`src/rtl/ps2_pkg.sv`:
```
// Shared constants and types for the PS/2 keyboard decoder: prefix bytes,
// ignored codes, ps2_key field positions and the frame receiver states.
package ps2_pkg;

  localparam logic [7:0] PS2_PFX_EXT    = 8'hE0;
  localparam logic [7:0] PS2_PFX_BRK    = 8'hF0;
  localparam logic [7:0] PS2_PFX_PAUSE  = 8'hE1;
  localparam logic [2:0] PS2_PAUSE_SKIP = 3'd7;

  localparam int KEY_TOGGLE  = 10;
  localparam int KEY_PRESSED = 9;
  localparam int KEY_EXT     = 8;

  typedef enum logic [1:0] {
    ST_IDLE,
    ST_DATA,
    ST_PARITY,
    ST_STOP
  } rx_state_e;

  // Keyboard status/ack bytes that never describe a key.
  function automatic logic ps2_is_ignored(input logic [7:0] code);
    case (code)
      8'hFA, 8'hAA, 8'hEE, 8'hFE, 8'h00, 8'hFF: return 1'b1;
      default:                                   return 1'b0;
    endcase
  endfunction

endpackage

```
`src/rtl/ps2_key_decoder_if.sv`:
```
// Keyboard-facing bundle: raw PS/2 lines in, decoded key event word out.
interface ps2_key_decoder_if;

  logic        ps2_kbd_clk;
  logic        ps2_kbd_data;
  logic [10:0] ps2_key;
  logic        key_strobe;
  logic        frame_err;

  // master drives the PS/2 lines (keyboard / bench), slave is the decoder
  modport master (
    output ps2_kbd_clk,
    output ps2_kbd_data,
    input  ps2_key,
    input  key_strobe,
    input  frame_err
  );

  modport slave (
    input  ps2_kbd_clk,
    input  ps2_kbd_data,
    output ps2_key,
    output key_strobe,
    output frame_err
  );

endinterface

```
`src/rtl/ps2_frame_rx.sv`:
```
// PS/2 byte deframer: synchronizes and debounces clk/data, runs the
// start/data/parity/stop FSM on falling clock edges, with a partial-frame watchdog.
module ps2_frame_rx
  import ps2_pkg::*;
#(
  parameter int FILTER_LEN = 8,
  parameter int TIMEOUT    = 24000
) (
  input  logic       clk_sys,
  input  logic       RESET,
  input  logic       ps2_clk_raw,
  input  logic       ps2_data_raw,
  output logic [7:0] rx_byte,
  output logic       byte_valid,
  output logic       frame_err
);

  localparam int WD_W = $clog2(TIMEOUT + 1);

  logic [1:0] raw;
  logic [1:0] filt;
  assign raw = {ps2_data_raw, ps2_clk_raw};

  // index 0 = clock line, index 1 = data line
  for (genvar gi = 0; gi < 2; gi++) begin : g_line
    logic       s1_q, s2_q, filt_q, filt_d;
    logic [7:0] cnt_q, cnt_d;

    always_comb begin
      filt_d = filt_q;
      cnt_d  = '0;
      if (s2_q != filt_q) begin
        if (cnt_q == 8'(FILTER_LEN - 1)) filt_d = s2_q;
        else                             cnt_d  = cnt_q + 8'd1;
      end
    end

    always_ff @(posedge clk_sys) begin
      if (RESET) begin
        s1_q   <= 1'b1;
        s2_q   <= 1'b1;
        filt_q <= 1'b1;
        cnt_q  <= '0;
      end else begin
        s1_q   <= raw[gi];
        s2_q   <= s1_q;
        filt_q <= filt_d;
        cnt_q  <= cnt_d;
      end
    end

    assign filt[gi] = filt_q;
  end

  rx_state_e       state_q, state_d;
  logic [2:0]      bit_cnt_q, bit_cnt_d;
  logic [7:0]      shift_q, shift_d;
  logic            par_ok_q, par_ok_d;
  logic [WD_W-1:0] wd_q, wd_d;
  logic            valid_q, valid_d;
  logic            err_q, err_d;
  logic            clk_prev_q;
  logic            fall;
  logic            data;

  assign fall = clk_prev_q & ~filt[0];
  assign data = filt[1];

  always_comb begin
    state_d   = state_q;
    bit_cnt_d = bit_cnt_q;
    shift_d   = shift_q;
    par_ok_d  = par_ok_q;
    wd_d      = wd_q;
    valid_d   = 1'b0;
    err_d     = 1'b0;
    if (fall) begin
      // an edge always beats a coincident timeout
      wd_d = '0;
      case (state_q)
        ST_IDLE: begin
          if (!data) begin
            state_d   = ST_DATA;
            bit_cnt_d = '0;
          end else begin
            err_d = 1'b1;
          end
        end
        ST_DATA: begin
          shift_d   = {data, shift_q[7:1]};
          bit_cnt_d = bit_cnt_q + 3'd1;
          if (bit_cnt_q == 3'd7) state_d = ST_PARITY;
        end
        ST_PARITY: begin
          par_ok_d = ^{shift_q, data};
          state_d  = ST_STOP;
        end
        ST_STOP: begin
          if (data && par_ok_q) valid_d = 1'b1;
          else                  err_d   = 1'b1;
          state_d = ST_IDLE;
        end
        default: state_d = ST_IDLE;
      endcase
    end else if (state_q == ST_IDLE) begin
      wd_d = '0;
    end else if (wd_q >= WD_W'(TIMEOUT)) begin
      state_d = ST_IDLE;
      err_d   = 1'b1;
      wd_d    = '0;
    end else begin
      wd_d = wd_q + WD_W'(1);
    end
  end

  always_ff @(posedge clk_sys) begin
    if (RESET) begin
      state_q    <= ST_IDLE;
      bit_cnt_q  <= '0;
      shift_q    <= '0;
      par_ok_q   <= 1'b0;
      wd_q       <= '0;
      valid_q    <= 1'b0;
      err_q      <= 1'b0;
      clk_prev_q <= 1'b1;
    end else begin
      state_q    <= state_d;
      bit_cnt_q  <= bit_cnt_d;
      shift_q    <= shift_d;
      par_ok_q   <= par_ok_d;
      wd_q       <= wd_d;
      valid_q    <= valid_d;
      err_q      <= err_d;
      clk_prev_q <= filt[0];
    end
  end

  assign rx_byte    = shift_q;
  assign byte_valid = valid_q;
  assign frame_err  = err_q;

endmodule

```
`src/rtl/ps2_key_decoder.sv`:
```
// PS/2 set-2 keyboard decoder: turns deframed bytes into toggle-style
// {toggle, pressed, extended, code} events, resolving E0/F0 prefixes and swallowing Pause.
module ps2_key_decoder
  import ps2_pkg::*;
#(
  parameter int FILTER_LEN = 8,
  parameter int TIMEOUT    = 24000
) (
  input  logic              clk_sys,
  input  logic              RESET,
  ps2_key_decoder_if.slave  kbd
);

  logic [7:0] rx_byte;
  logic       rx_valid;
  logic       rx_err;

  ps2_frame_rx #(
    .FILTER_LEN (FILTER_LEN),
    .TIMEOUT    (TIMEOUT)
  ) u_frame_rx (
    .clk_sys      (clk_sys),
    .RESET        (RESET),
    .ps2_clk_raw  (kbd.ps2_kbd_clk),
    .ps2_data_raw (kbd.ps2_kbd_data),
    .rx_byte      (rx_byte),
    .byte_valid   (rx_valid),
    .frame_err    (rx_err)
  );

  logic [10:0] key_q, key_d;
  logic        strobe_q, strobe_d;
  logic        ext_q, ext_d;
  logic        brk_q, brk_d;
  logic [2:0]  skip_q, skip_d;

  always_comb begin
    key_d    = key_q;
    strobe_d = 1'b0;
    ext_d    = ext_q;
    brk_d    = brk_q;
    skip_d   = skip_q;
    if (rx_err) begin
      ext_d = 1'b0;
      brk_d = 1'b0;
    end else if (rx_valid) begin
      if (skip_q != 3'd0) begin
        skip_d = skip_q - 3'd1;
      end else if (rx_byte == PS2_PFX_PAUSE) begin
        skip_d = PS2_PAUSE_SKIP;
        ext_d  = 1'b0;
        brk_d  = 1'b0;
      end else if (rx_byte == PS2_PFX_EXT) begin
        ext_d = 1'b1;
      end else if (rx_byte == PS2_PFX_BRK) begin
        brk_d = 1'b1;
      end else if (ps2_is_ignored(rx_byte)) begin
        ext_d = 1'b0;
        brk_d = 1'b0;
      end else begin
        key_d[KEY_TOGGLE]  = ~key_q[KEY_TOGGLE];
        key_d[KEY_PRESSED] = ~brk_q;
        key_d[KEY_EXT]     = ext_q;
        key_d[7:0]         = rx_byte;
        strobe_d           = 1'b1;
        ext_d              = 1'b0;
        brk_d              = 1'b0;
      end
    end
  end

  always_ff @(posedge clk_sys) begin
    if (RESET) begin
      key_q    <= '0;
      strobe_q <= 1'b0;
      ext_q    <= 1'b0;
      brk_q    <= 1'b0;
      skip_q   <= '0;
    end else begin
      key_q    <= key_d;
      strobe_q <= strobe_d;
      ext_q    <= ext_d;
      brk_q    <= brk_d;
      skip_q   <= skip_d;
    end
  end

  assign kbd.ps2_key    = key_q;
  assign kbd.key_strobe = strobe_q;
  assign kbd.frame_err  = rx_err;

endmodule
```
`src/flat_wrapper.sv`:
```
// flat-port wrapper written by rule: the top's interface ports become plain ports
module ps2_key_decoder_flat import ps2_pkg::*;
#(
  parameter int FILTER_LEN = 8,
  parameter int TIMEOUT    = 24000
)
  (clk_sys, RESET, kbd_ps2_kbd_clk, kbd_ps2_kbd_data, kbd_ps2_key, kbd_key_strobe, kbd_frame_err);
  ps2_key_decoder_if kbd_i ();
  input  logic clk_sys;
  input  logic RESET;
  input wire logic [$bits(kbd_i.ps2_kbd_clk)-1:0] kbd_ps2_kbd_clk;
  input wire logic [$bits(kbd_i.ps2_kbd_data)-1:0] kbd_ps2_kbd_data;
  output wire logic [$bits(kbd_i.ps2_key)-1:0] kbd_ps2_key;
  output wire logic [$bits(kbd_i.key_strobe)-1:0] kbd_key_strobe;
  output wire logic [$bits(kbd_i.frame_err)-1:0] kbd_frame_err;
  assign kbd_i.ps2_kbd_clk = kbd_ps2_kbd_clk;
  assign kbd_i.ps2_kbd_data = kbd_ps2_kbd_data;
  assign kbd_ps2_key = kbd_i.ps2_key;
  assign kbd_key_strobe = kbd_i.key_strobe;
  assign kbd_frame_err = kbd_i.frame_err;
  ps2_key_decoder #(.FILTER_LEN(FILTER_LEN), .TIMEOUT(TIMEOUT)) u_core (.clk_sys(clk_sys), .RESET(RESET), .kbd(kbd_i));
endmodule
```
`config.mk`:
```
export PLATFORM = sky130hd
export DESIGN_NAME = ps2_key_decoder_flat
export DESIGN_NICKNAME = d
export VERILOG_FILES = /design/src/rtl/ps2_pkg.sv /design/src/rtl/ps2_key_decoder_if.sv /design/src/rtl/ps2_frame_rx.sv /design/src/rtl/ps2_key_decoder.sv /design/src/flat_wrapper.sv
export SDC_FILE = /design/constraint.sdc
export NUM_CORES = 1
export LEC_CHECK = 0
export CORE_UTILIZATION = 45
export CTS_CLUSTER_DIAMETER = 200
export DETAILED_ROUTE_END_ITERATION = 7
export MAX_ROUTING_LAYER = met4
export PLACE_DENSITY_LB_ADDON = 0.12
export SLEW_MARGIN = 25
export SYNTH_ARGS = -nofsm -noshare
export SYNTH_HDL_FRONTEND = slang
export SYNTH_SLANG_ARGS = --single-unit
```
`constraint.sdc`:
```
create_clock -name clk_sys -period 1.9 [get_ports clk_sys]
set_input_delay 0.475 -clock clk_sys [delete_from_list [all_inputs] [get_ports clk_sys]]
set_output_delay 0.475 -clock clk_sys [all_outputs]
set_load 0.01 [all_outputs]
```
; Yosys cells after proc, flatten, opt, wreduce, memory -nomap -nowiden
; Index checks and enable logic that the tools add are counted.
[word_totals]
input_bits = 4
ff_bits = 71
word_cells = 119
[op_classes]
eq_ne = 21
n_mux = 31
n_lt_le_gt_ge = 1
add_sub_neg = 5
n_bitwise = 15
reduce_logical = 25
[ops]
columns = op, n
row1 = 8-bit equality test (second input constant), 8
row2 = 1-bit two-way mux, 20
row3 = 8-bit by 1-bit adder with 8-bit output (second input constant), 2
row4 = 8-bit by 3-bit equality test with 1-bit output (second input constant), 2
row5 = 15-bit by 1-bit adder with 15-bit output (second input constant), 1
row6 = 15-bit greater-or-equal comparator (second input constant), 1
row7 = 1-bit NOT, 14
row8 = 3-bit AND reduction, 4
row9 = 2-bit two-way mux, 5
row10 = 3-bit two-way mux, 3
row11 = 3-bit OR reduction, 3
row12 = 9-bit XOR reduction, 1
row13 = 8-bit logical NOT, 1
row14 = 2-bit case mux with 4 select lines, 1
row15 = 2-bit AND reduction, 4
row16 = 7-bit AND reduction, 1
row17 = 7-bit OR reduction, 1
row18 = 3-bit case mux with 2 select lines, 1
row19 = 2-bit nonzero test, 3
row20 = 6-bit OR reduction, 1
row21 = 2-bit equality test (second input constant), 2
row22 = 2-bit != test (second input constant), 2
row23 = 4-bit AND reduction, 1
row24 = 4-bit OR reduction, 1
row25 = other kinds (14), 15

; Depth between registers and ports, before layout
[depth]
depth_word = 11
depth_mapped = 7
ltp_nobuf = 7

; Hierarchy
; A second synthesis with hierarchy kept.
[unflattened]
hier_cells = 353
hier_area_um2 = 3280.6
[modules_own_cells]
columns = module, seq_area_each_um2, area_each_um2, cells_per_inst, n_inst
row1 = ps2_frame_rx, 1081.0, 2398.6, 256, 1
row2 = ps2_key_decoder, 340.3, 882.1, 97, 1

; Least setup slack after synthesis
; Ideal clock, no wire load.
[synth_timing]
path_kind = register to register
start = register u_core.u_frame_rx.shift_q[3] (netlist: u_core.u_frame_rx.rx_byte[3])
end = register u_core.key_q[9] (netlist: u_core.kbd.ps2_key[9])
path_stages_with_launch = 8
slack_ns = 0.247
t_arrival_ns = 1.532
period_less_slack_ns = 1.653
cell_sequence = dfxtp_1 -> buf_6 -> and4bb_1 -> a31oi_1 -> nor4_2 -> nor3_2 -> buf_6 -> mux2_4
[synth_between]
elab_chain_cells = 11
word_cells_on_any_way = 22
[synth_lines]
columns = element, line_no
row1 = "start, declared", ps2_frame_rx.sv:57  ; logic [7:0] shift_q, shift_d;
row2 = "start signal, assigned", ps2_frame_rx.sv:129  ; shift_q <= shift_d;
row3 = 8-bit equality test or 8-bit logical NOT (tied branches), ps2_pkg.sv:23  ; case (code)
row4 = 6-bit OR reduction, ps2_pkg.sv:23
row5 = 1-bit two-way mux, ps2_pkg.sv:23
row6 = 1-bit two-way mux, ps2_key_decoder.sv:55  ; end else if (rx_byte == PS2_PFX_BRK) begin
row7 = 1-bit two-way mux, ps2_key_decoder.sv:53  ; end else if (rx_byte == PS2_PFX_EXT) begin
row8 = 1-bit two-way mux, ps2_key_decoder.sv:49  ; end else if (rx_byte == PS2_PFX_PAUSE) begin
row9 = 1-bit two-way mux, ps2_key_decoder.sv:47  ; if (skip_q != 3'd0) begin
row10 = 1-bit two-way mux, ps2_key_decoder.sv:46  ; end else if (rx_valid) begin
row11 = 1-bit two-way mux, ps2_key_decoder.sv:43  ; if (rx_err) begin
row12 = 1-bit NOT (no source line), n/a
row13 = 7-bit AND reduction (no source line) *, n/a
row14 = "end signal, assigned", ps2_key_decoder.sv:80  ; key_q <= key_d;
row15 = "end, declared", ps2_key_decoder.sv:31  ; logic [10:0] key_q, key_d;
; Mark *: on every way between the ends. The rest lies on a longest branch, timed or not. The select of a mux whose other input is x is not followed.
; A chain may end at the register's enable or synchronous reset.

; Final worst setup path
[layout_timing]
start = register u_core.u_frame_rx.err_q (netlist: u_core.u_frame_rx.frame_err)
end = output kbd_frame_err
[layout_lines]
columns = element, line_no
row1 = "start, declared", ps2_frame_rx.sv:61  ; logic err_q, err_d;
row2 = "start signal, assigned", ps2_frame_rx.sv:133  ; err_q <= err_d;
row3 = "end, declared", flat_wrapper.sv:15  ; output wire logic [$bits(kbd_i.frame_err)-1:0] kbd_frame_err;
; No word-level cell between the ends.

==> out/metrics.csv <==
stage,metric,value,unit
run_status,status,finished clean,
placement,gpl congestion,0.7861,
placement,Buffers on Ports,16,
routing,drt first pass iters,4,
floorplan,Die ar.,7553,sq um
grt,first-pass GRT wire length,9.390,mm
cts,# H-tree levels,3,
pwr,Switch Pwr,0.5844,mW
hold_path,HP Start,u_core.u_frame_rx.g_line[0].s1_q,
setup_path,Setup crit end kind,output pin,
yosys,Cell variety after synth,43,
pwr,Sw Share,0.2164,
grt,vias in the first global route,2165,
routing,drt total wl,5.423,mm
setup_path,CP required,1420,ps
cells_and_area,area delta synth->final,14.77,%
pwr,Comb power frac,0.017,
cts,clock buffer count from CTS,9,
timing,fin crit period,1743,ps
routing,wl on met1,2.770,mm
routing,DRT iter0 DRCs,48,
pwr,VDD IR max,0.4364,mV
pwr,Clock Power Share,0.430,
timing,worst-margin pin slew,491.1,ps
routing,Top Metal Used,met4,
floorplan,Die W,86.91,microns
timing,max_slew headroom,0.6719,
hold_path,HP Class,register to register,
cts,Clock Root Buffer,clkbuf_8,
timing,TNS Setup,0,ps
placement,Post-DP HPWL,3.743,mm
yosys,"flops & latches, synth",71,
yosys,register area share after synthesis,0.4381,
setup_path,"CP delay by family, top",buffers and inverters,
cts,number of gates resized after CTS,0,
cts,Post-CTS Setup Inserts,0,
setup_path,Worst EP arrival,1270,ps
yosys,syn_nets,373,
floorplan,FP Rows,30,
yosys,synthesized area,3244,sq um
routing,DR WL met3,177,microns
yosys,Post-Syn Area per Cell,9.113,sq um
grt,initial antenna violation count,0,
run,max-cap viol count,0,
setup_path,worst-path maximum fanout,4,
setup_path,RR Endpoint,u_core.kbd.ps2_key[2],
timing,Final Cycle Share,0.9173,
routing,vias per cell,4.844,
cts,worst skew pair latency,350,ps
routing,DRC violations left,0,
routing,Avg WL per Cell,11.25,microns
routing,Vias,2335,
cells_and_area,share of layout cells above drive strength 1,0.1010,
setup_path,crit-path cells,clkdlybuf4s50_1,
yosys,Post-synth EDFFs,0,
cells_and_area,cell area after layout,3724,sq um
hold_path,Worst Hold End,u_core.u_frame_rx.g_line[0].s2_q,
setup_path,R2R Path Start,u_core.u_frame_rx.rx_byte[6],
pwr,LEAKAGE,1.383,nW
grt,Overflow after GRT,0,
floorplan,CORE AREA,6869,sq um
yosys,Syn. warnings,0,
cells_and_area,Total Nets Final,398,
routing,DRT antenna net count,0,
yosys,cell count after synthesis,356,
cts,Clock Tree Buf Depth,2,
cts,clock sinks,71,
setup_path,startpoint types,register,
setup_path,"slowest stage delay, CP",550,ps
floorplan,Initial Utilization,0.4723,
timing,final worst clock skew,5.632,ps
cells_and_area,diode count,0,
cts,"Hold-fix buffers, CTS",0,
setup_path,WP buf/inv,1,
yosys,"Top FF cell, synth",dfxtp_1,
grt,largest net degree at the start of global routing,28,
timing,final count of hold timing violations,0,
hold_path,hold path depth,1,
timing,max-slew violations,0,
grt,GRT Overall Usage,0.1638,
pwr,pwr dens,725.4,nW/um^2
cts,TritonCTS clock tree,yes,
routing,metal2 WL,2.370,mm
timing,endpoints failing setup,0,
setup_path,Setup CP Type,register to output pin,
setup_path,CP max stage cell,clkdlybuf4s50_1,
pwr,Reg power frac,0.553,
setup_path,R2R depth,7,
cts,Worst-path clk slew,80,ps
floorplan,I/O pin count,17,
pwr,Internal,2.117,mW
timing,Max Clk Rate,573.8,MHz
timing,RSZ-0062 raised after global routing,no,
placement,area post-placement,3535,sq um
floorplan,die height,86.91,microns
setup_path,r2r setup slk,180,ps
yosys,Async SR Flop Fraction,0,
[cells in the mapped netlist, types with 2 or more instances]
| cell type | n | share of area |
|---|---|---|
| dfxtp_1 | 71 | 0.44 |
| nor2_1 | 57 | 0.066 |
| nand2_1 | 23 | 0.027 |
| mux2i_1 | 19 | 0.059 |
| nand2b_1 | 18 | 0.035 |
| nand3_1 | 18 | 0.028 |
| xnor2_1 | 17 | 0.046 |
| xor2_1 | 15 | 0.040 |
| ha_1 | 13 | 0.050 |
| inv_1 | 10 | 0.012 |
| and3_1 | 9 | 0.017 |
| nor3_1 | 8 | 0.012 |
| clkbuf_1 | 7 | 0.0081 |
| nor2b_1 | 7 | 0.013 |
| a21oi_1 | 6 | 0.0093 |
| a31oi_1 | 6 | 0.012 |
| o21ai_0 | 6 | 0.0093 |
| or2_2 | 6 | 0.012 |
| buf_6 | 4 | 0.014 |
| nor4_1 | 4 | 0.0077 |
| or2b_1 | 3 | 0.0069 |
| a211o_1 | 2 | 0.0054 |
| a22oi_1 | 2 | 0.0046 |
| a311oi_1 | 2 | 0.0054 |
| and2b_2 | 2 | 0.0054 |
| buf_2 | 2 | 0.0031 |
| or2_1 | 2 | 0.0039 |
| or4_1 | 2 | 0.0046 |
[layout make-up]
class,instances,area [sq um]
Inverter,10,37.54
Sequential cell,71,1421
Fill cell,670,3146
Tap cell,96,120.1
Clock buffer,10,127.6
Multi-Input combinational cell,260,1685
Timing Repair Buffer,29,270.3
Clock inverter,6,61.31
[layer usage]
metal  GRT usage  vias to the layer above
li1            -                     1235
met4     0.06818                        0
met1      0.2015                     1063
met2      0.2484                       25
met5           -                        -
met3     0.05118                       12
[placed cells by master, fill, tap and decap left out, types with 12 or more instances in the layout]
master and count:
buf_4 12, clkdlybuf4s50_1 16, dfxtp_1 71, ha_1 13
mux2i_1 19, nand2_1 23, nand2b_1 18, nand3_1 18
nor2_1 57, xnor2_1 17, xor2_1 15
[power by group through the flow]
stage                     sequential, mW  combinational (mW)  clock [mW]
after floorplan                     1.53              0.0266           0
after global placement              1.53              0.0451           0
after detailed placement            1.53              0.0464           0
after CTS                           1.49              0.0466        1.21
after global routing                1.49              0.0502        1.27
final                               1.49              0.0455        1.16
[stage by stage]
| step | total power [mW] | instances | hold slack (ps) | setup slack (ps) | util |
|---|---|---|---|---|---|
| after floorplan | 1.555 | 356 | 389.5 | 247.0 | - |
| after global placement | 1.574 | 466 | 398.2 | 126.7 | 0.5146 |
| after detailed placement | 1.575 | 466 | 397.6 | 103.0 | 0.5146 |
| after CTS | 2.750 | 482 | 416.5 | 126.8 | 0.5421 |
| after global routing | 2.813 | 482 | 431.5 | 20.41 | 0.5421 |
| final | 2.701 | 482 | 415.6 | 157.1 | 0.5421 |
[flip-flops by register name, indices dropped and copies added, names as in the netlist, 3 cells and up]
signal / cells
u_core.skip_q: 3
u_core.kbd.ps2_key: 11
u_core.u_frame_rx.wd_q: 15
u_core.u_frame_rx.bit_cnt_q: 3
u_core.u_frame_rx.g_line.cnt_q: 16
u_core.u_frame_rx.rx_byte: 8
[logic make-up (layout without fill, tap and decap cells)]
logic type | after synthesis | after routing | synth area share
adders and majority gates | 13 | 13 | 0.05014
AOI/OAI and AO/OA | 27 | 27 | 0.05168
buffers and inverters | 25 | 55 | 0.04242
and+or+nand+nor | 166 | 166 | 0.2576
xor gates and xnor gates | 33 | 33 | 0.09333
DFF | 71 | 71 | 0.4381
muxes | 21 | 21 | 0.06672
[worst max path at each step]
stage | start | endpoint | slack (ps) | depth (start not counted)
after floorplan | u_core.u_frame_rx.rx_byte[3] | u_core.kbd.ps2_key[9] | 250 | 7
after global placement | RESET | u_core.u_frame_rx.g_line[1].cnt_q[5] | 130 | 5
after detailed placement | RESET | u_core.u_frame_rx.g_line[1].cnt_q[7] | 100 | 5
after CTS | u_core.u_frame_rx.frame_err | kbd_frame_err | 130 | 1
after global routing | u_core.u_frame_rx.rx_byte[6] | u_core.kbd.ps2_key[0] | 20 | 7
final | u_core.u_frame_rx.frame_err | kbd_frame_err | 160 | 1
(Power assumes the default switching activity.)
